--- config.mk ---
export PLATFORM = sky130hd
export DESIGN_NAME = spi_mosi_byte_tx_flat
export DESIGN_NICKNAME = d
export VERILOG_FILES = /design/src/rtl/spi_mosi_byte_tx_if.sv /design/src/rtl/spi_mosi_byte_tx.sv /design/src/flat_wrapper.sv
export SDC_FILE = /design/constraint.sdc
export NUM_CORES = 1
export LEC_CHECK = 0
export ABC_AREA = 1
export CORE_UTILIZATION = 50
export CTS_BUF_LIST = sky130_fd_sc_hd__clkbuf_8 sky130_fd_sc_hd__clkbuf_16
export DETAILED_ROUTE_END_ITERATION = 6
export GPL_TIMING_DRIVEN = 0
export PLACE_DENSITY = 0.74
export SYNTH_ARGS = -nofsm -noshare
export SYNTH_HDL_FRONTEND = slang
export SYNTH_SLANG_ARGS = --single-unit
--- constraint.sdc ---
create_clock -name i_SCK -period 1.85 [get_ports i_SCK]
set_input_delay 0.4625 -clock i_SCK [delete_from_list [all_inputs] [get_ports i_SCK]]
set_output_delay 0.4625 -clock i_SCK [all_outputs]
set_load 0.03 [all_outputs]
--- src/rtl/spi_mosi_byte_tx_if.sv ---
// Byte-level handshake and serial-line bundle for the SSD1331 MOSI transmitter.
// The upstream producer uses the master view; the transmitter uses the slave view.
interface spi_mosi_byte_tx_if #(
    parameter int unsigned WIDTH = 8
);
    logic [WIDTH-1:0] i_DATA;
    logic             i_START;
    logic             i_DC;
    logic             o_MOSI;
    logic             o_SCLK_EN;
    logic             o_CS_N;
    logic             o_DC;
    logic             o_BUSY;
    logic             o_BYTE_DONE;

    modport master (
        output i_DATA,
        output i_START,
        output i_DC,
        input  o_MOSI,
        input  o_SCLK_EN,
        input  o_CS_N,
        input  o_DC,
        input  o_BUSY,
        input  o_BYTE_DONE
    );

    modport slave (
        input  i_DATA,
        input  i_START,
        input  i_DC,
        output o_MOSI,
        output o_SCLK_EN,
        output o_CS_N,
        output o_DC,
        output o_BUSY,
        output o_BYTE_DONE
    );
endinterface

--- src/rtl/spi_mosi_byte_tx.sv ---
// MSB-first byte serializer for the SSD1331 SPI link. Streams back-to-back bytes
// with no gap while i_START stays high, then holds CS low for CS_HOLD cycles.
module spi_mosi_byte_tx #(
    parameter int unsigned WIDTH   = 8,
    parameter int unsigned CS_HOLD = 2
) (
    input logic               i_SCK,
    input logic               i_RST,
    spi_mosi_byte_tx_if.slave bus_io
);
    localparam int unsigned     CntW     = (WIDTH > 1) ? $clog2(WIDTH) : 1;
    localparam logic [CntW-1:0] LastBit  = CntW'(WIDTH - 1);
    localparam logic [3:0]      HoldInit = 4'(CS_HOLD - 1);

    localparam logic [1:0] StIdle  = 2'd0;
    localparam logic [1:0] StShift = 2'd1;
    localparam logic [1:0] StHold  = 2'd2;

    if (CS_HOLD < 1 || CS_HOLD > 15) begin : g_bad_cs_hold
        $error("CS_HOLD must be in 1..15");
    end

    logic [1:0]       state_q, state_d;
    logic [WIDTH-1:0] sr_q, sr_d;
    logic [CntW-1:0]  bit_cnt_q, bit_cnt_d;
    logic [3:0]       hold_cnt_q, hold_cnt_d;
    logic             mosi_q, mosi_d;
    logic             sclk_en_q, sclk_en_d;
    logic             cs_n_q, cs_n_d;
    logic             dc_q, dc_d;
    logic             done_q, done_d;

    logic last_bit;
    logic load;

    // A new byte is accepted from IDLE, or on the last-bit edge for zero-gap streaming.
    always_comb begin
        last_bit = (state_q == StShift) && (bit_cnt_q == LastBit);
        load     = bus_io.i_START && ((state_q == StIdle) || last_bit);
    end

    // Next-state and registered-output logic.
    always_comb begin
        state_d    = state_q;
        sr_d       = sr_q;
        bit_cnt_d  = bit_cnt_q;
        hold_cnt_d = hold_cnt_q;
        mosi_d     = mosi_q;
        sclk_en_d  = sclk_en_q;
        cs_n_d     = cs_n_q;
        dc_d       = dc_q;
        done_d     = 1'b0;

        unique case (state_q)
            StIdle: begin
                // Outputs hold; a pending i_START is handled by the load path below.
            end
            StShift: begin
                if (!last_bit) begin
                    sr_d      = sr_q << 1;
                    mosi_d    = sr_q[WIDTH-2];
                    bit_cnt_d = bit_cnt_q + 1'b1;
                end else begin
                    done_d = 1'b1;
                    if (!load) begin
                        sclk_en_d  = 1'b0;
                        mosi_d     = 1'b0;
                        hold_cnt_d = HoldInit;
                        state_d    = StHold;
                    end
                end
            end
            StHold: begin
                // i_START is deliberately not looked at here.
                if (hold_cnt_q == 4'd0) begin
                    cs_n_d  = 1'b1;
                    state_d = StIdle;
                end else begin
                    hold_cnt_d = hold_cnt_q - 4'd1;
                end
            end
            default: begin
                state_d = StIdle;
            end
        endcase

        if (load) begin
            sr_d      = bus_io.i_DATA;
            mosi_d    = bus_io.i_DATA[WIDTH-1];
            dc_d      = bus_io.i_DC;
            cs_n_d    = 1'b0;
            sclk_en_d = 1'b1;
            bit_cnt_d = '0;
            state_d   = StShift;
        end
    end

    // State and output registers; reset aborts any byte in flight.
    always_ff @(posedge i_SCK or negedge i_RST) begin
        if (!i_RST) begin
            state_q    <= StIdle;
            sr_q       <= '0;
            bit_cnt_q  <= '0;
            hold_cnt_q <= '0;
            mosi_q     <= 1'b0;
            sclk_en_q  <= 1'b0;
            cs_n_q     <= 1'b1;
            dc_q       <= 1'b0;
            done_q     <= 1'b0;
        end else begin
            state_q    <= state_d;
            sr_q       <= sr_d;
            bit_cnt_q  <= bit_cnt_d;
            hold_cnt_q <= hold_cnt_d;
            mosi_q     <= mosi_d;
            sclk_en_q  <= sclk_en_d;
            cs_n_q     <= cs_n_d;
            dc_q       <= dc_d;
            done_q     <= done_d;
        end
    end

    assign bus_io.o_MOSI      = mosi_q;
    assign bus_io.o_SCLK_EN   = sclk_en_q;
    assign bus_io.o_CS_N      = cs_n_q;
    assign bus_io.o_DC        = dc_q;
    assign bus_io.o_BYTE_DONE = done_q;
    assign bus_io.o_BUSY      = (state_q != StIdle);
endmodule

--- src/flat_wrapper.sv ---
// flat-port wrapper written by rule: the top's interface ports become plain ports
module spi_mosi_byte_tx_flat 
#(
    parameter int unsigned WIDTH   = 8,
    parameter int unsigned CS_HOLD = 2
)
  (i_SCK, i_RST, bus_io_i_DATA, bus_io_i_START, bus_io_i_DC, bus_io_o_MOSI, bus_io_o_SCLK_EN, bus_io_o_CS_N, bus_io_o_DC, bus_io_o_BUSY, bus_io_o_BYTE_DONE);
  spi_mosi_byte_tx_if #(.WIDTH(WIDTH)) bus_io_i ();
  input logic i_SCK;
  input logic i_RST;
  input wire logic [$bits(bus_io_i.i_DATA)-1:0] bus_io_i_DATA;
  input wire logic [$bits(bus_io_i.i_START)-1:0] bus_io_i_START;
  input wire logic [$bits(bus_io_i.i_DC)-1:0] bus_io_i_DC;
  output wire logic [$bits(bus_io_i.o_MOSI)-1:0] bus_io_o_MOSI;
  output wire logic [$bits(bus_io_i.o_SCLK_EN)-1:0] bus_io_o_SCLK_EN;
  output wire logic [$bits(bus_io_i.o_CS_N)-1:0] bus_io_o_CS_N;
  output wire logic [$bits(bus_io_i.o_DC)-1:0] bus_io_o_DC;
  output wire logic [$bits(bus_io_i.o_BUSY)-1:0] bus_io_o_BUSY;
  output wire logic [$bits(bus_io_i.o_BYTE_DONE)-1:0] bus_io_o_BYTE_DONE;
  assign bus_io_i.i_DATA = bus_io_i_DATA;
  assign bus_io_i.i_START = bus_io_i_START;
  assign bus_io_i.i_DC = bus_io_i_DC;
  assign bus_io_o_MOSI = bus_io_i.o_MOSI;
  assign bus_io_o_SCLK_EN = bus_io_i.o_SCLK_EN;
  assign bus_io_o_CS_N = bus_io_i.o_CS_N;
  assign bus_io_o_DC = bus_io_i.o_DC;
  assign bus_io_o_BUSY = bus_io_i.o_BUSY;
  assign bus_io_o_BYTE_DONE = bus_io_i.o_BYTE_DONE;
  spi_mosi_byte_tx #(.WIDTH(WIDTH), .CS_HOLD(CS_HOLD)) u_core (.i_SCK(i_SCK), .i_RST(i_RST), .bus_io(bus_io_i));
endmodule
# --- Word-level counts from Yosys, hierarchy flattened ---
# Cells that the tools add are included.
word_totals:
  regBits: 21
  inputBits: 12
  output_inout_bits: 6
  word_cells: 62
classes:
  n_addsub: 2
  eq_ne: 10
  mux: 25
  n_reduce_logical: 16
ops:
  columns: ["operator", "n"]
  rows:
  - ["7-bit two-way mux", 3]
  - ["4-bit two-way mux", 3]
  - ["2-bit nonzero test", 6]
  - ["1-bit two-way mux", 11]
  - ["3-bit two-way mux", 3]
  - ["4-bit case mux with 2 select lines", 1]
  - ["2-bit two-way mux", 3]
  - ["2-bit inequality test, second input constant", 3]
  - ["3-bit by 1-bit inequality test with 1-bit output, second input constant", 2]
  - ["2-bit case mux with 3 select lines", 1]
  - ["2-bit AND reduction", 3]
  - ["4-bit logical NOT", 1]
  - ["2-bit by 1-bit inequality test with 1-bit output, second input constant", 2]
  - ["4-bit AND reduction", 1]
  - ["4-bit by 1-bit subtractor with 4-bit output, second input constant", 1]
  - ["3-bit by 1-bit adder with 3-bit output, second input constant", 1]
  - ["3-bit equality test, second input constant", 1]
  - ["3-bit AND reduction", 1]
  - ["2-bit by 1-bit equality test with 1-bit output, second input constant", 1]
  - ["2-bit equality test, second input constant", 1]
  - ["1-bit logical AND", 2]
  - ["2-bit logical NOT", 1]
  - ["1-bit logical OR", 1]

# --- Longest topological paths before layout ---
# Gate-level depths: netlist of run 1.
logic_depth:
  word_depth: 7
  mapped_depth: 8

# --- Least setup slack after synthesis of run 1 ---
# OpenSTA, ideal clock, no wires.
synth_path:
  path_type: "reg-to-reg"
  start: "register u_core.bit_cnt_q[0]"
  end: "register u_core.mosi_q (netlist: u_core.bus_io.o_MOSI)"
  setup_ns: 0.125
  arrival_time_ns: 1.307
  t_required_ns: 1.725
  setup_slack_ns: 0.418
  stages_incl_launch_ff: 8
  synth_period_minus_slack_ns: 1.432
  cell_sequence: "dfrtp_1 -> ha_1 -> ha_1 -> inv_1 -> a21oi_4 -> nand2_1 -> nand3_1 -> nand3_1"
synth_between:
  elab_chain_cells: 5
  elab_cells_between_ends: 8
synth_lines:
  columns: ["element", "line_no", "text"]
  rows:
  - ["start: declaration", "spi_mosi_byte_tx.sv:25", "logic [CntW-1:0] bit_cnt_q, bit_cnt_d;"]
  - ["start signal: assignment", "spi_mosi_byte_tx.sv:113", "bit_cnt_q <= bit_cnt_d;"]
  - ["3-bit equality test (*)", "spi_mosi_byte_tx.sv:38", "last_bit = (state_q == StShift) && (bit_cnt_q == LastBit);"]
  - ["1-bit logical AND (*)", "spi_mosi_byte_tx.sv:38", null]
  - ["1-bit two-way mux or 1-bit logical OR (tied branches)", "spi_mosi_byte_tx.sv:59, spi_mosi_byte_tx.sv:39", null]
  - ["1-bit two-way mux or 1-bit logical AND (tied branches)", "spi_mosi_byte_tx.sv:54, spi_mosi_byte_tx.sv:39", null]
  - ["1-bit two-way mux or 2-bit nonzero test (tied branches)", null, null]
  - ["end signal: assignment", "spi_mosi_byte_tx.sv:115", "mosi_q <= mosi_d;"]
  - ["end: declaration", "spi_mosi_byte_tx.sv:27", "logic mosi_q, mosi_d;"]
# Every way passes the cells marked *; elsewhere a longest branch is shown, timed or not. The select of a mux whose other input is x is not followed.
# A chain may end at the register's enable or synchronous reset.

# --- Final worst setup path of run 1 ---
layout_path:
  start: "register u_core.mosi_q (netlist: u_core.bus_io.o_MOSI)"
  end: "output port bus_io_o_MOSI"
layout_rtl:
  columns: ["element", "line_no", "text"]
  rows:
  - ["end: declaration", "flat_wrapper.sv:14", "output wire logic [$bits(bus_io_i.o_MOSI)-1:0] bus_io_o_MOSI;"]
# No word-level cell between the ends.

==> impl_metrics.toml, run 1 <==
[run_status]
status = "finished clean"

[clock_network]
cts_root_buffer = "clkbuf_8"
path_clk_slew_ns = 0.08
cts.sinks = 21
cts_buffer_depth = 2
clk-insertion-delay-late_ns = 0.26
htree_levels = 1
hold_buffers = 0
numCtsBuffers = 3
tritoncts = "done"
cts_setup_buffers = 0

[drt]
dr.pass1.iters = 4
route.final.wire_length_microns = 1820
post-route-drc-count = 0
drt-vias-per-instance = 4.83
vias = 797
postRouteAntennaNets = 0
wl_per_cell_microns = 11.1
drt_iter0_drc = 16

[cells_and_area]
postLayoutCoreUtil_pct = 69.8
seqCellArea_sq_um = 527
num-nets-final = 156
num_antenna_cells = 0
multi_input_area_sq_um = 425
drive_gt1_share_pct = 10.7
syn2layout_area_growth_pct = 24.8
fill_cells = 154

[synth]
yosys_warnings = 0
ys_ff_latch = 21
yosysMostFrequentCell = "nand2_1"
yosys.area.top_type = "dfrtp_1"
syn_area_per_cell_sq_um = 8.46
synth.area.top_cells = "dfrtp_1 (50%), nand2_1 (13%), nand3_1 (9.4%), inv_1 (5.2%), ha_1 (3.7%)"
synth_edf_count = 0
seq_area_frac_synth_pct = 52.3
synth_cells = 119
synth_flop_cell = "dfrtp_1"
synth_top_cell_area_share_pct = 49.7
async_flop_share_pct = 100
syn-num-nets = 134
yosys-top-cells-count = "nand2_1 (35), dfrtp_1 (20), nand3_1 (19), inv_1 (14), nor2_1 (10)"
syn-cell-area_sq_um = 1010
yosys.cell_types.count = 15

[min_path]
hold_path.class = "reg -> reg"

[run]
maxCapViolCount = 0

[sta]
rsz0062_at_grt = "no"
max_freq_mhz = 574
fin_skew_ns = 0.00214
fin_crit_ns = 1.74
maxSlewHeadroom_pct = 38.5
setup_viol = 0
whs_ns = 0.476
hold_viol = 0
tightestPinTransition_ns = 0.919
setup_tns_ns = 0
fin_crit_sh_pct = 94.1
slew_violations = 0

[power]
power_density_nw_per_um2 = 1460
vdd_drop_max_mv = 1.02
p_leak_uw = 0.000629

[die]
start_util_pct = 55.9
die_w_microns = 46.9
die_h_microns = 46.9
fp-row-count = 15
dieArea_sq_um = 2200
core_area_sq_um = 1800
ios = 18

[worst_setup_path]
cp_max_fo = 2
path_cells = "clkdlybuf4s50_1"
crit_arrival_ns = 1.28
crit_path_max_incr_delay_ns = 0.67
critPathSlowestCell = "clkdlybuf4s50_1"
cp_top_family = "buffers and inverters"
cp-end-kind = "primary output"
cp-start-kind = "flip-flop"
crit_buf_inv = 1
worstPathRequired_ns = 1.39
criticalPathCategory = "reg -> out"

[placed_design]
place_congestion = 0.835
dp_hpwl_microns = 1360
io_buffers = 17

[global_routing]
grt_pass1_vias = 706
grt_max_degree = 22
grt_pass1_wl_microns = 3080
antenna_found_initial = 0
track_usage_pct = 20.2
overflow = 0
## worst min-delay path, cell delays in order (launching register included)
cell     delay, ns
dfrtp_1       0.35
nand2_1       0.05
nand2_1       0.05
## path summary, 6_finish.rpt
| check | to | slack, ns | from | cells after the start |
|---|---|---|---|---|
| hold / removal | u_core.sr_q[0] | 0.48 | u_core.sr_q[0] | 2 |
| max in group asynchronous | u_core.bit_cnt_q[0] | 0.57 | i_RST | 1 |
| setup reg to reg | u_core.bus_io.o_MOSI | 0.24 | u_core.bit_cnt_q[0] | 7 |
| hold reg to reg | u_core.sr_q[0] | 0.48 | u_core.sr_q[0] | 2 |
| min in group asynchronous | u_core.hold_cnt_q[2] | 0.72 | i_RST | 1 |
| setup / recovery | bus_io_o_MOSI | 0.11 | u_core.bus_io.o_MOSI | 1 |
## layout by cell type, fill, tap and decap left out
master	n
nand2_1	34
dfrtp_1	20
nand3_1	19
clkdlybuf4s50_1	15
inv_1	14
nor2_1	10
o21ai_0	5
nand2_2	4
ha_1	3
clkbuf_8	3
nor2_4	2
nand2_4	2
a21oi_1	2
dlygate4sd2_1	2
a21oi_4	1
buf_2	1
nand4_1	1
clkinvlp_4	1
dfstp_2	1
## through the flow
step / instances / instance area (sq um) / setup slack, ns / power (uW)
after floorplan: 119 / 1010 / 0.418 / 1310
after global placement: 161 / 1210 / 0.145 / 1530
after detailed placement: 161 / 1210 / 0.141 / 1560
after CTS: 165 / 1250 / 0.106 / 1850
after global routing: 165 / 1260 / 0.0684 / 2000
final: 165 / 1260 / 0.109 / 1840
## layout make-up
type,count,share of cell area [%]
Clock inverter,1,0.597
Timing Repair Buffer,17,13.3
Inverter,14,4.18
Tap cell,25,2.49
Buffer,1,0.398
Multi-Input combinational cell,83,33.8
Clock buffer,3,3.28
Sequential cell,21,41.9
## registers in the layout (all words and copies together) (netlist names)
name,flops
u_core.sr_q,7
u_core.hold_cnt_q,4
u_core.bit_cnt_q,3
u_core.state_q,2
u_core.bus_io.o_BYTE_DONE,1
u_core.bus_io.o_CS_N,1
u_core.bus_io.o_DC,1
u_core.bus_io.o_MOSI,1
u_core.bus_io.o_SCLK_EN,1
## timing repair
item,CTS,global route
pin swaps,0,0
setup endpoints to repair,2,1
resized for setup,2,1
## cells by family (layout without fill, tap and decap cells)
kind of cell    count (synthesis)  in the layout  synth area share, %
compound gates                  8              8                 5.09
fa+ha+maj                       3              3                 3.73
buf+inv                        15             36                 5.71
flops                          21             21                 52.3
simple gates                   72             72                 33.2
## metal layers
metal	global-route usage [%]	up-vias	routed length, microns
li1	-	420	-
met2	30.8	25	823
met3	4.62	2	84
met1	29.2	350	905
met5	0	-	0
met4	5.14	0	10
## where the power goes
group,switching (uW),internal (uW)
Clock,150,152
Sequential,93.1,613
Combinational,521,311
Total,765,1080
Note: power is estimated with default switching activity, not from simulation.
==> run 2: changes to the inputs <==
- CORE_UTILIZATION: 50 -> 45
- PLACE_DENSITY: 0.74 -> 0.71
- clock period: 1.85 -> 1.6 ns (I/O delays scaled with it)
==> impl_metrics.toml, run 2 (same netlist as run 1, synthesis figures left out) <==
[run_status]
status = "finished clean"

[placed_design]
io_buffers = 17
place_inst = 163
place_congestion = 0.745
dp_hpwl_microns = 1300
post_dp_cell_area_sq_um = 1210

[die]
dieArea_sq_um = 2430
die_h_microns = 49.3
die_w_microns = 49.3
fp-row-count = 16
start_util_pct = 49.3
ios = 18
core_area_sq_um = 2040

[cells_and_area]
layout_common_cells = "nand2_1 (34), nand3_1 (19), dfrtp_1 (19)"
reg_top3 = "u_core.sr_q: 7 flops, u_core.hold_cnt_q: 4 flops, u_core.bit_cnt_q: 3 flops"
syn2layout_area_growth_pct = 26.2
regMostFlops = "u_core.sr_q"
fin_cells = 169
num-nets-final = 158
largest_reg_flops = 7
postLayoutCoreUtil_pct = 62.3
final_common_cell = "nand2_1"
drive_gt1_share_pct = 13.4
fin_area_sq_um = 1270
num_antenna_cells = 0

[sta]
hold_viol = 0
max_freq_mhz = 649
tightestPinTransition_ns = 0.905
maxSlewHeadroom_pct = 39.5
fin_crit_ns = 1.54
rsz0062_at_grt = "no"
setup_viol = 0
fin_crit_sh_pct = 96.3
slew_violations = 0
fin_skew_ns = 0.00119

[worst_setup_path]
path_cells = "clkdlybuf4s15_1"
ff2ff_path_depth = 8
cp-end-kind = "primary output"
worstReg2RegEnd = "u_core.bit_cnt_q[1]"
critPathSlowestCell = "dfstp_2"
cp_max_fo = 2
cp_top_family = "flip-flops"
reg2reg_from = "u_core.bit_cnt_q[0]"
criticalPathCategory = "reg -> out"
crit_buf_inv = 1
crit_path_max_incr_delay_ns = 0.53
worstPathRequired_ns = 1.20
worst-r2r-setup-slack_ns = 0.14
cp-start-kind = "flip-flop"
crit_arrival_ns = 1.14

[drt]
route.final.wire_length_microns = 1760
postRouteAntennaNets = 0
wl_per_cell_microns = 10.4
dr.pass1.iters = 4
drt_iter0_drc = 15
post-route-drc-count = 0
drt-vias-per-instance = 4.79
vias = 809

[min_path]
holdPathStages = 2
min_from = "u_core.bus_io.o_DC"
holdPathEnd = "u_core.bus_io.o_DC"
hold_path.class = "reg -> reg"

[clock_network]
cts_buffer_depth = 2
numCtsBuffers = 3
htree_levels = 1
cts_root_buffer = "clkbuf_8"
clk-insertion-delay-late_ns = 0.26
tritoncts = "done"
cts.sinks = 21
path_clk_slew_ns = 0.07

[global_routing]
antenna_found_initial = 0
overflow = 0
track_usage_pct = 17.9
grt_max_degree = 22
grt_pass1_wl_microns = 3260
grt_pass1_vias = 742

[power]
power_density_nw_per_um2 = 1680
clkPwrFrac_pct = 15.8
pwr-share-comb_pct = 46.0
vdd_drop_max_mv = 0.826
p_seq_share_pct = 38.2
switching_share_pct = 40.9
power.switching_uw = 875
p_int_uw = 1260
power_uw = 2140
p_leak_uw = 0.000654

[run]
maxCapViolCount = 0
-- run 2: changes by cell type in the layout (fill, tap and decap cells not counted) --
| cell | previous run | this run |
|---|---|---|
| clkdlybuf4s50_1 | 15 | 11 |
| dfrtp_1 | 20 | 19 |
| dfrtp_2 | 0 | 1 |
| clkdlybuf4s15_2 | 0 | 1 |
| clkinvlp_4 | 1 | 0 |
| inv_2 | 0 | 1 |
| dlygate4sd2_1 | 2 | 4 |
| clkdlybuf4s15_1 | 0 | 1 |
| buf_4 | 0 | 2 |
-- run 2: routing by layer --
layer  vias to the layer above  track usage (%)  share of wire [%]
met5                         -                0                  0
met4                         0             5.88               0.68
met3                         2             4.67                4.0
met2                        18             30.4                 46
met1                       367             21.8                 49
li1                        422                -                  -
-- run 2: stage by stage --
stage	setup TNS, ns	hold slack (ns)	worst slack [ns]
finish	0	0.472	0.0591
global route	0	0.510	0.0117
CTS	0	0.480	0.0207
detailed placement	-0.246	0.468	-0.0853
global placement	-0.0946	0.458	-0.0481
floorplan	0	0.104	0.168
-- run 2: layout make-up --
type                            count  area, sq um
Buffer                              1         5.00
Clock buffer                        3         41.3
Tap cell                           27         33.8
Sequential cell                    21          528
Fill cell                         185          771
Inverter                           14         52.6
Clock inverter                      1         3.75
Timing Repair Buffer               19          181
Multi-Input combinational cell     83          425
-- run 2: power groups by stage --
stage                     Sequential [uW]  Combinational [uW]  Clock (uW)
after floorplan                       886                 624           0
after global placement                818                 941           0
after detailed placement              828                 965           0
after CTS                             815                 989         341
after global routing                  841                1110         368
final                                 816                 984         339
-- run 2: tightest hold or removal path, stage by stage, from the launching register on --
cell	delay, ns
dfrtp_1	0.34
nand2_1	0.05
nand2_1	0.05
-- run 2: worst max path at each step --
stage,endpoint,slack (ns),from,cells past startpoint
3_3_place_gp,u_core.bus_io.o_MOSI,-0.05,u_core.bit_cnt_q[0],7
4_1_cts,bus_io_o_CS_N,0.02,u_core.bus_io.o_CS_N,1
6_report,bus_io_o_CS_N,0.06,u_core.bus_io.o_CS_N,1
5_1_grt,bus_io_o_BUSY,0.01,u_core.state_q[1],3
3_5_place_dp,u_core.bus_io.o_MOSI,-0.09,u_core.bit_cnt_q[0],7
2_1_floorplan,u_core.bus_io.o_MOSI,0.17,u_core.bit_cnt_q[0],7
-- run 2: repair_timing --
item                                    in CTS  in global routing
setup buffers                                2                  0
endpoints found under the setup margin      11                 11
cloned                                       0                  0
pin swaps                                    1                  1
resized for setup                            9                  3
hold buffers                                 0                  0
hold endpoints to repair                     0                  0
==> run 3: changes to the inputs <==
- HOLD_SLACK_MARGIN: default -> 0.15
==> results of run 3 <==
Final layout, timing and power as in run 2 (identical DEF).
